<file path="src/rtl/copiador_memoria.sv">
// Block-copy initiator for BancoMemoria: reads a byte, writes it, and moves on, strictly forward.
// Optional read-back check after every write is enabled with the COPIADOR_VERIFICA_EN macro.
module copiador_memoria #(
  parameter int LARGURA_DADO = 8,
  parameter int LARGURA_END  = 8
) (
  input  logic                    clock,
  input  logic                    reset,
  input  logic                    inicia,
  input  logic [LARGURA_END-1:0]  origem,
  input  logic [LARGURA_END-1:0]  destino,
  input  logic [LARGURA_END-1:0]  quantidade,
  output logic                    ocupado,
  output logic                    concluido,
  output logic                    erro,
  output logic                    EscreveMemoria,
  output logic                    LeMemoria,
  output logic [LARGURA_END-1:0]  Endereco,
  output logic [LARGURA_DADO-1:0] DadoSalvo,
  input  logic [LARGURA_DADO-1:0] DadoCarregado
);

  typedef enum logic [2:0] {
    OCIOSO,
    LE,
    ESCREVE,
`ifdef COPIADOR_VERIFICA_EN
    VERIFICA,
`endif
    FIM
  } estado_t;

  localparam logic [LARGURA_END-1:0] UM   = 1;
  localparam logic [LARGURA_END-1:0] ZERO = '0;

  estado_t                estado;
  logic [LARGURA_END-1:0] ptrO;
  logic [LARGURA_END-1:0] ptrD;
  logic [LARGURA_END-1:0] restante;

  // DadoSalvo doubles as the byte buffer: it is loaded in LE and held until the next LE.
  always_ff @(posedge clock) begin
    if (reset) begin
      estado         <= OCIOSO;
      ocupado        <= 1'b0;
      concluido      <= 1'b0;
      EscreveMemoria <= 1'b0;
      LeMemoria      <= 1'b0;
      Endereco       <= '0;
      DadoSalvo      <= '0;
    end else begin
      concluido <= 1'b0;
      case (estado)
        OCIOSO: begin
          if (inicia) begin
            if (quantidade != ZERO) begin
              ptrO      <= origem;
              ptrD      <= destino;
              restante  <= quantidade;
              estado    <= LE;
              ocupado   <= 1'b1;
              LeMemoria <= 1'b1;
              Endereco  <= origem;
            end else begin
              estado    <= FIM;
              concluido <= 1'b1;
            end
          end
        end
        LE: begin
          DadoSalvo      <= DadoCarregado;
          ptrO           <= ptrO + UM;
          estado         <= ESCREVE;
          LeMemoria      <= 1'b0;
          EscreveMemoria <= 1'b1;
          Endereco       <= ptrD;
        end
        ESCREVE: begin
          restante       <= restante - UM;
          EscreveMemoria <= 1'b0;
`ifdef COPIADOR_VERIFICA_EN
          estado    <= VERIFICA;
          LeMemoria <= 1'b1;
`else
          ptrD <= ptrD + UM;
          // Decision uses the count before this byte's decrement.
          if (restante > UM) begin
            estado    <= LE;
            LeMemoria <= 1'b1;
            Endereco  <= ptrO;
          end else begin
            estado    <= FIM;
            ocupado   <= 1'b0;
            concluido <= 1'b1;
          end
`endif
        end
`ifdef COPIADOR_VERIFICA_EN
        VERIFICA: begin
          ptrD      <= ptrD + UM;
          LeMemoria <= 1'b0;
          if (restante != ZERO) begin
            estado    <= LE;
            LeMemoria <= 1'b1;
            Endereco  <= ptrO;
          end else begin
            estado    <= FIM;
            ocupado   <= 1'b0;
            concluido <= 1'b1;
          end
        end
`endif
        FIM: estado <= OCIOSO;
        default: estado <= OCIOSO;
      endcase
    end
  end

`ifdef COPIADOR_VERIFICA_EN
  // Sticky mismatch flag; cleared by reset or by any accepted start.
  always_ff @(posedge clock) begin
    if (reset) begin
      erro <= 1'b0;
    end else if (estado == OCIOSO && inicia) begin
      erro <= 1'b0;
    end else if (estado == VERIFICA && DadoCarregado != DadoSalvo) begin
      erro <= 1'b1;
    end
  end
`else
  assign erro = 1'b0;
`endif

endmodule

</file>
<file path="config.mk">
export PLATFORM = sky130hd
export DESIGN_NAME = copiador_memoria
export DESIGN_NICKNAME = d
export VERILOG_FILES = /design/src/rtl/copiador_memoria.sv
export SDC_FILE = /design/constraint.sdc
export NUM_CORES = 1
export LEC_CHECK = 0
export CAP_MARGIN = 10
export CORE_ASPECT_RATIO = 0.5
export CORE_MARGIN = 1
export CORE_UTILIZATION = 40
export CTS_CLUSTER_SIZE = 12
export DETAILED_ROUTE_END_ITERATION = 6
export PLACE_DENSITY = 0.67
export REMOVE_ABC_BUFFERS = 1
export SLEW_MARGIN = 10
export SYNTH_ARGS = -nofsm -noshare
export SYNTH_HDL_FRONTEND = slang
export SYNTH_SLANG_ARGS = --single-unit
</file>
<file path="constraint.sdc">
create_clock -name clock -period 5.9 [get_ports clock]
set_input_delay 1.77 -clock clock [delete_from_list [all_inputs] [get_ports clock]]
set_output_delay 1.77 -clock clock [all_outputs]
set_load 0.02 [all_outputs]
</file>
# Yosys cells after proc, flatten, opt, wreduce, memory -nomap -nowiden
# Index checks and enable logic that the tools add are counted.
[totals]
reg_bits = 47
output_inout_bits = 21
input_bits = 35
word_cells = 57
[op_classes]
bitwise_logic = 1
mux = 26
reduce_logical = 10
n_eq_ne = 6
n_addsub = 3
order_cmp = 1
[op_table]
columns = ["cell", "count"]
rows = [
  ["8-bit 2-to-1 mux", 7],
  ["8-bit case mux with 2 select lines", 3],
  ["8-bit case mux with 3 select lines", 1],
  ["8-bit by 1-bit adder with 8-bit output, second input constant", 2],
  ["4-bit AND reduction", 4],
  ["3-bit case mux with 3 select lines", 1],
  ["8-bit by 1-bit > comparator with 1-bit output, second input constant", 1],
  ["2-bit inequality test, second input constant", 4],
  ["8-bit nonzero test", 1],
  ["8-bit by 1-bit subtractor with 8-bit output, second input constant", 1],
  ["1-bit 2-to-1 mux", 7],
  ["1-bit case mux with 2 select lines", 3],
  ["2-bit nonzero test", 3],
  ["2-bit 2-to-1 mux", 2],
  ["3-bit by 1-bit equality test with 1-bit output, second input constant", 1],
  ["3-bit by 2-bit equality test with 1-bit output, second input constant", 1],
  ["3-bit logical NOT", 1],
  ["3-bit 2-to-1 mux", 1],
  ["1-bit case mux with 3 select lines", 1],
  ["3-bit nonzero test", 1],
  ["1-bit inverter", 1],
]

# Longest topological paths before layout
# Gate-level depths: netlist (run 1).
[logic_depth]
depth_word = 4
ltp_mapped = 7
depth_no_buf = 6

# Worst setup path after synthesis (run 1)
# No wires, ideal clock.
[synth_path]
path_type = "in2reg"
start = "in reset"
end = "reg ptrD[0] (enable)"
setup_time_ns = 0.409
path_slack_ns = 2.220
arrival_time_ns = 3.271
n_path_buf = 1
cell_stages = 3
required_time_ns = 5.491
cell_sequence = "clkbuf_1 o21bai_1 nor3_1"
[synth_between]
elab_chain_len = 2
[synth_rtl]
columns = ["item", "line_no", "rtl"]
rows = [
  ["start: declaration", "8", "input logic reset,"],
  ["1-bit inverter (no source line)", "--", ""],
  ["4-bit AND reduction (no source line)", "--", ""],
  ["end signal: assignment", "58", "ptrD <= destino;"],
  ["end signal: assignment", "85", "ptrD <= ptrD + UM;"],
  ["end: declaration", "38", "logic [LARGURA_END-1:0] ptrD;"],
]
# Every way passes these cells.
# A chain may end at the register's enable or synchronous reset.

# Worst setup path in the final report (run 1)
[layout_path]
start = "in quantidade[2]"
end = "reg ptrD[1] (enable)"
[layout_between]
elab_chain_len = 3
[layout_rtl]
columns = ["item", "line_no", "rtl"]
rows = [
  ["start: declaration", "12", "input logic [LARGURA_END-1:0] quantidade,"],
  ["8-bit nonzero test", "56", "if (quantidade != ZERO) begin"],
  ["2-bit inequality test (no source line)", "--", ""],
  ["4-bit AND reduction (no source line)", "--", ""],
]
# Every way passes these cells.

==> results of run 1 <==
[synth_stat cells, types with 2 or more instances]
cell       n
nor3_1     2
xnor2_1    7
xor2_1    11
ha_1       8
a21oi_1   24
edfxtp_1  24
dfxtp_1   22
nand3_1   10
o31ai_1    2
nor2_1    46
nand2b_1   9
nor4_1     4
or4_4      2
nor2b_1    2
and3_1     4
buf_1      4
a22oi_1    8
a211o_1    8
mux2i_1   18
nand2_1    3
clkbuf_1   8
mux2_2     2
inv_1      7
[metrics by stage]
step | cell area (µm²) | std cells | utilization (%) | hold WS [ns]
2_1_floorplan | 2389 | 234 | - | 0.4587
3_3_place_gp | 3063 | 366 | 53.91 | 0.4614
3_5_place_dp | 3063 | 366 | 53.91 | 0.4700
4_1_cts | 3214 | 374 | 56.57 | 0.4821
5_1_grt | 3214 | 374 | 56.57 | 0.4996
6_report | 3214 | 374 | 56.57 | 0.4748
[power groups by stage]
stage	clock (mW)	combinational [mW]	sequential, mW
3_3_place_gp	0	0.215	0.411
5_1_grt	0.308	0.237	0.412
4_1_cts	0.292	0.219	0.407
6_report	0.286	0.217	0.407
2_1_floorplan	0	0.111	0.427
3_5_place_dp	0	0.218	0.414
[registers in the layout (all words and copies together), names as in the netlist]
signal	count
DadoSalvo	8
Endereco	8
ptrD	8
ptrO	8
restante	8
estado	2
EscreveMemoria	1
LeMemoria	1
concluido	1
ocupado	1
[layout make-up]
class,count,area (µm²),share of cell area (%)
Multi-Input combinational cell,181,1206,37.52
Clock inverter,2,12.51,0.3893
Inverter,7,26.28,0.8174
Sequential cell,46,1161,36.12
Timing Repair Buffer,59,578.1,17.98
Clock buffer,6,138.9,4.321
Tap cell,73,91.34,2.842
[kinds of logic (layout without fill, tap and decap cells)]
family,count (synthesis),in the layout
xor+xnor,18,18
flops,46,46
other cells,1,1
mux,21,21
fa+ha+maj,8,8
compound gates,45,45
buf+inv,21,74
simple gates,88,88
[metal layers]
| layer | GRT usage (%) | share of wire, % |
|---|---|---|
| met2 | 26.10 | 43 |
| met5 | 0 | 0 |
| met3 | 4.463 | 6.9 |
| met4 | 5.714 | 1.2 |
| met1 | 22.72 | 49 |
[worst register-to-register path, cell delays in order (launching register included)]
cell      delay (ns)
dfxtp_1         0.34
inv_1           0.09
ha_1            0.14
buf_4           0.38
nand2b_1        0.14
or4_4           0.51
and3_4          0.27
mux2_4          0.31
[worst max path at each step]
stage,startpoint,endpoint,slack (ns)
floorplan,quantidade[0],ptrD[0],2.27
global placement,quantidade[2],restante[5],2.34
detailed placement,quantidade[2],ptrD[2],2.30
CTS,quantidade[2],restante[2],2.60
global route,quantidade[2],ptrD[7],2.50
finish,quantidade[2],ptrD[1],2.61
==> results.py, run 1 <==
metrics = {
    "global_routing": {
        "antenna_found_initial": 0,
        "grt_overflow_total": 0,
        "grt_pass1_vias": 1720,
        "grt_max_degree": 44,
        "track_usage_pct": 16.73,
        "grt_pass1_wl_um": 8259,
    },
    "detailed_routing": {
        "initialDrtViolationCount": 70,
        "viasPerCell": 5.123,
        "drt-total-wl_um": 5169,
        "vias": 1916,
        "wl_per_cell_um": 13.82,
        "route.detailed.drc": 0,
        "firstDrtPassIters": 4,
        "ant_nets": 0,
    },
    "critical_path": {
        "crit_path_max_fanout": 16,
        "slowest_stage": "nor4_1",
        "setup.worst_path.class": "in -> reg",
        "worst_ep_arrival_time_ns": 3.32,
        "cp-end-kind": "flip-flop",
        "path_buf_inv": 2,
        "r2r_cells": 7,
        "required_ns": 5.93,
        "crit_chain": "clkdlybuf4s50_1 > nor4_1 > and4_1 > nor3_2 > buf_4",
        "crit_family": "simple AND/OR/NAND/NOR gates",
        "r2r_slack_ns": 3.62,
        "r2r-end": "LeMemoria",
        "path_depth": 5,
        "start_kind": "input port",
        "cp_slowest_stage_delay_ns": 0.46,
        "crit-reg2reg-launch": "estado[0]",
    },
    "cts": {
        "cts_root_buffer": "clkbuf_16",
        "cts_buffers": 5,
        "clock_latency_ns": 0.29,
        "cts.sink_count": 46,
        "clk_pin_slew_worst_paths_ns": 0.06,
        "postCtsHoldBufs": 0,
        "cts_setup_buffers": 0,
        "ctsResizeCount": 0,
        "clockBufferDepth": 2,
        "cts_tree": "yes",
        "ctsHtreeMaxLevel": 2,
    },
    "yosys": {
        "yosys.area_share.simple_pct": 17.70,
        "synth-edff-count": 24,
        "netlist_top_cells_area": "edfxtp_1 29%, dfxtp_1 18%, mux2i_1 7.3%",
        "synth_top_cell_area_share_pct": 29.39,
        "seq_area_frac_synth_pct": 47.35,
        "synth_xor_area_share_pct": 6.429,
        "synth_cells": 248,
        "synth_mux_area_share_pct": 8.878,
        "synthDistinctLibCells": 36,
        "syn_avg_cell_area_um2": 9.889,
        "synth_compound_area_share_pct": 11.73,
        "synth_fa_ha_area_share_pct": 4.082,
        "yosysTopAreaCell": "edfxtp_1",
        "yosys_register_bits": 46,
        "syn-cell-area_mm2": 0.002452,
        "async_flop_share_pct": 0,
        "synth_warnings": 0,
        "synth_flop_cell": "edfxtp_1",
        "synth_top_family_by_area": "simple AND/OR/NAND/NOR gates",
    },
    "cells_and_area": {
        "fin_nets": 343,
        "nFillCells": 528,
        "antenna_cells": 0,
        "drive_gt1_share_pct": 6.645,
        "final_common_cell": "clkdlybuf4s50_1",
        "areaGrowthSynthToFinish_pct": 31.07,
        "layout_common_cells": "54 x clkdlybuf4s50_1, 46 x nor2_1, 24 x a21oi_1, 24 x edfxtp_1, 22 x dfxtp_1",
    },
    "placement": {
        "gp_congestion": 0.8054,
        "dp_hpwl_um": 3650,
        "portBuffers": 54,
        "dp_slack_ns": 2.303,
    },
    "min_path": {
        "min_from": "Endereco[0]",
        "holdPathEnd": "Endereco[0]",
        "hold_path_class": "reg -> reg",
        "whs_path_depth": 2,
    },
    "power": {
        "power_density_mw_per_mm2": 282.8,
        "combPwrFrac_pct": 23.8,
        "p_int_uw": 653.8,
        "switching_share_pct": 28.08,
        "p_switching_uw": 255.3,
        "power_uw": 909.1,
        "clkPwrFrac_pct": 31.4,
        "p_leak_nw": 1.202,
        "max-vdd-ir-drop_mv": 0.1217,
        "seqPwrFrac_pct": 44.8,
    },
    "outcome": {
        "outcome": "finished clean",
    },
    "sta": {
        "tightest_slew_ns": 0.5794,
        "setup_viol": 0,
        "fmax_mhz": 304.2,
        "period_minus_slack_ns": 3.288,
        "finalSetupTns_ns": 0,
        "period_share_pct": 55.73,
        "max-slew-margin-rel_pct": 61.37,
        "rsz0062_at_grt": "false",
        "slew_viol_final": 0,
        "hold_viol_final": 0,
        "skew_ns": 0.004375,
        "worst_slack_ns": 2.612,
    },
    "floorplanning": {
        "ios": 56,
        "row_count": 19,
        "die_h_um": 57.37,
        "die_area_mm2": 0.006467,
        "initial_core_util_pct": 43.16,
        "core-area_mm2": 0.005682,
        "die_w_um": 112.7,
    },
    "run": {
        "maxCapViolCount": 0,
    },
}
Note: power is estimated with default switching activity, not from simulation.
==> run 2, diff against run 1 <==
==> constraint.sdc (replaced) <==
create_clock -name clock -period 3.2 [get_ports clock]
set_input_delay 0.96 -clock clock [delete_from_list [all_inputs] [get_ports clock]]
set_output_delay 0.96 -clock clock [all_outputs]
set_load 0.02 [all_outputs]
==> results.py, run 2 (synthesis gave the netlist of run 1 again) <==
metrics = {
    "critical_path": {
        "cp-end-kind": "flip-flop",
        "crit_family": "simple AND/OR/NAND/NOR gates",
        "slowest_stage": "nor4_1",
        "crit_path_max_fanout": 8,
        "worst_ep_arrival_time_ns": 2.59,
        "cp_slowest_stage_delay_ns": 0.49,
        "required_ns": 3.24,
        "setup.worst_path.class": "in -> reg",
        "start_kind": "input port",
        "crit_chain": "clkdlybuf4s50_1 > nor4_1 > and4_1 > nor4_1 > buf_4",
        "path_buf_inv": 2,
        "timing.critical_path.mode_cell": "nor4_1",
    },
    "power": {
        "seqPwrFrac_pct": 44.6,
        "switching_share_pct": 28.14,
        "clkPwrFrac_pct": 31.3,
        "p_leak_nw": 1.202,
        "p_int_mw": 1.208,
        "combPwrFrac_pct": 24.1,
        "max-vdd-ir-drop_mv": 0.2935,
        "power_density_mw_per_mm2": 522.5,
        "p_switching_uw": 473.0,
    },
    "placement": {
        "portBuffers": 54,
        "dpl_cell_area_mm2": 0.003063,
        "gp_congestion": 0.8238,
        "dp_hpwl_um": 3843,
    },
    "sta": {
        "finalSetupTns_ns": 0,
        "period_share_pct": 79.58,
        "max-slew-margin-rel_pct": 51.46,
        "fmax_mhz": 392.7,
        "setup_viol": 0,
        "skew_ns": 0.005634,
        "rsz0062_at_grt": "false",
        "hold_viol_final": 0,
        "slew_viol_final": 0,
        "tightest_slew_ns": 0.7257,
        "period_minus_slack_ns": 2.546,
    },
    "cts": {
        "cts.sink_count": 46,
        "clock_latency_ns": 0.29,
        "ctsHtreeMaxLevel": 2,
        "cts_setup_buffers": 0,
        "cts_tree": "yes",
        "cts_root_buffer": "clkbuf_16",
        "postCtsHoldBufs": 0,
        "clockBufferDepth": 2,
        "cts_buffers": 5,
        "ctsResizeCount": 0,
        "clk_pin_slew_worst_paths_ns": 0.06,
    },
    "outcome": {
        "outcome": "finished clean",
    },
    "cells_and_area": {
        "antenna_cells": 0,
        "fin_nets": 343,
        "drive_gt1_share_pct": 6.312,
        "nFillCells": 534,
        "final_area_mm2": 0.003217,
        "final_common_cell": "clkdlybuf4s50_1",
        "areaGrowthSynthToFinish_pct": 31.17,
        "layout_common_cells": "54 x clkdlybuf4s50_1, 46 x nor2_1, 24 x a21oi_1, 24 x edfxtp_1, 22 x dfxtp_1",
    },
    "min_path": {
        "hold_path_class": "reg -> reg",
    },
    "floorplanning": {
        "die_h_um": 57.37,
        "ios": 56,
        "initial_core_util_pct": 43.16,
        "die_area_mm2": 0.006467,
        "core-area_mm2": 0.005682,
        "row_count": 19,
        "die_w_um": 112.7,
    },
    "detailed_routing": {
        "ant_nets": 0,
        "viasPerCell": 5.222,
        "firstDrtPassIters": 4,
        "route.detailed.drc": 0,
        "initialDrtViolationCount": 116,
        "drt-total-wl_um": 5415,
        "vias": 1953,
        "wl_per_cell_um": 14.48,
    },
    "global_routing": {
        "antenna_found_initial": 0,
        "grt_pass1_wl_um": 8825,
        "grt_pass1_vias": 1861,
        "grt_max_degree": 32,
        "grt_overflow_total": 0,
        "track_usage_pct": 17.75,
    },
    "run": {
        "maxCapViolCount": 0,
    },
}
## run 2: cell count changes in the layout (fill, tap and decap cells not counted), sizes merged
cell	before	now
clkbuf	6	7
clkinvlp	1	0
## run 2: area by class of cell
type | instances | area, µm² | share of cell area [%]
multi-input cells | 181 | 1212 | 37.69
flip-flops and latches | 46 | 1161 | 36.09
repair buffers | 59 | 578.1 | 17.97
clock buffers | 7 | 142.6 | 4.434
well taps | 73 | 91.34 | 2.839
inverters | 7 | 26.28 | 0.8168
clock inverters | 1 | 5.005 | 0.1556
## run 2: metrics by stage
| step | setup slack (ns) | power, mW | hold WS, ns | std cells | util [%] |
|---|---|---|---|---|---|
| 4_1_cts | 0.3328 | 1.697 | 0.4762 | 374 | 56.51 |
| 6_report | 0.6536 | 1.681 | 0.4737 | 374 | 56.62 |
| 5_1_grt | 0.5519 | 1.769 | 0.4954 | 374 | 56.62 |
| 2_1_floorplan | 0.1985 | 0.9921 | 0.4587 | 234 | - |
| 3_3_place_gp | 0.08043 | 1.154 | 0.4616 | 366 | 53.91 |
| 3_5_place_dp | 0.02032 | 1.167 | 0.4606 | 366 | 53.91 |
## run 2: final timing paths
check,startpoint,endpoint,slack (ns),cells past startpoint
worst min register to register,Endereco[0],Endereco[0],0.47,2
worst max-delay path,quantidade[2],ptrO[1],0.65,5
worst max register to register,estado[0],LeMemoria,0.89,6
worst min-delay path,Endereco[0],Endereco[0],0.47,2
## run 2: metal layers
layer	track usage (%)	routed length [µm]
met4	6.857	91
met1	23.81	2624
met5	0	0
met2	28.40	2460
met3	3.932	239
## run 2: power groups by stage
stage	sequential, mW	clock, mW	combinational, mW
2_1_floorplan	0.787	0	0.205
3_3_place_gp	0.758	0	0.396
3_5_place_dp	0.763	0	0.405
4_1_cts	0.750	0.539	0.408
5_1_grt	0.759	0.568	0.442
6_report	0.750	0.525	0.405
## run 2: worst reg2reg max path: cells and delay by family, from the launching register on
kind,cells,cell delay (ns)
DFF,1,0.34
adders and majority gates,1,0.53
and+or+nand+nor,3,0.92
buffers and inverters,1,0.10
muxes,1,0.31
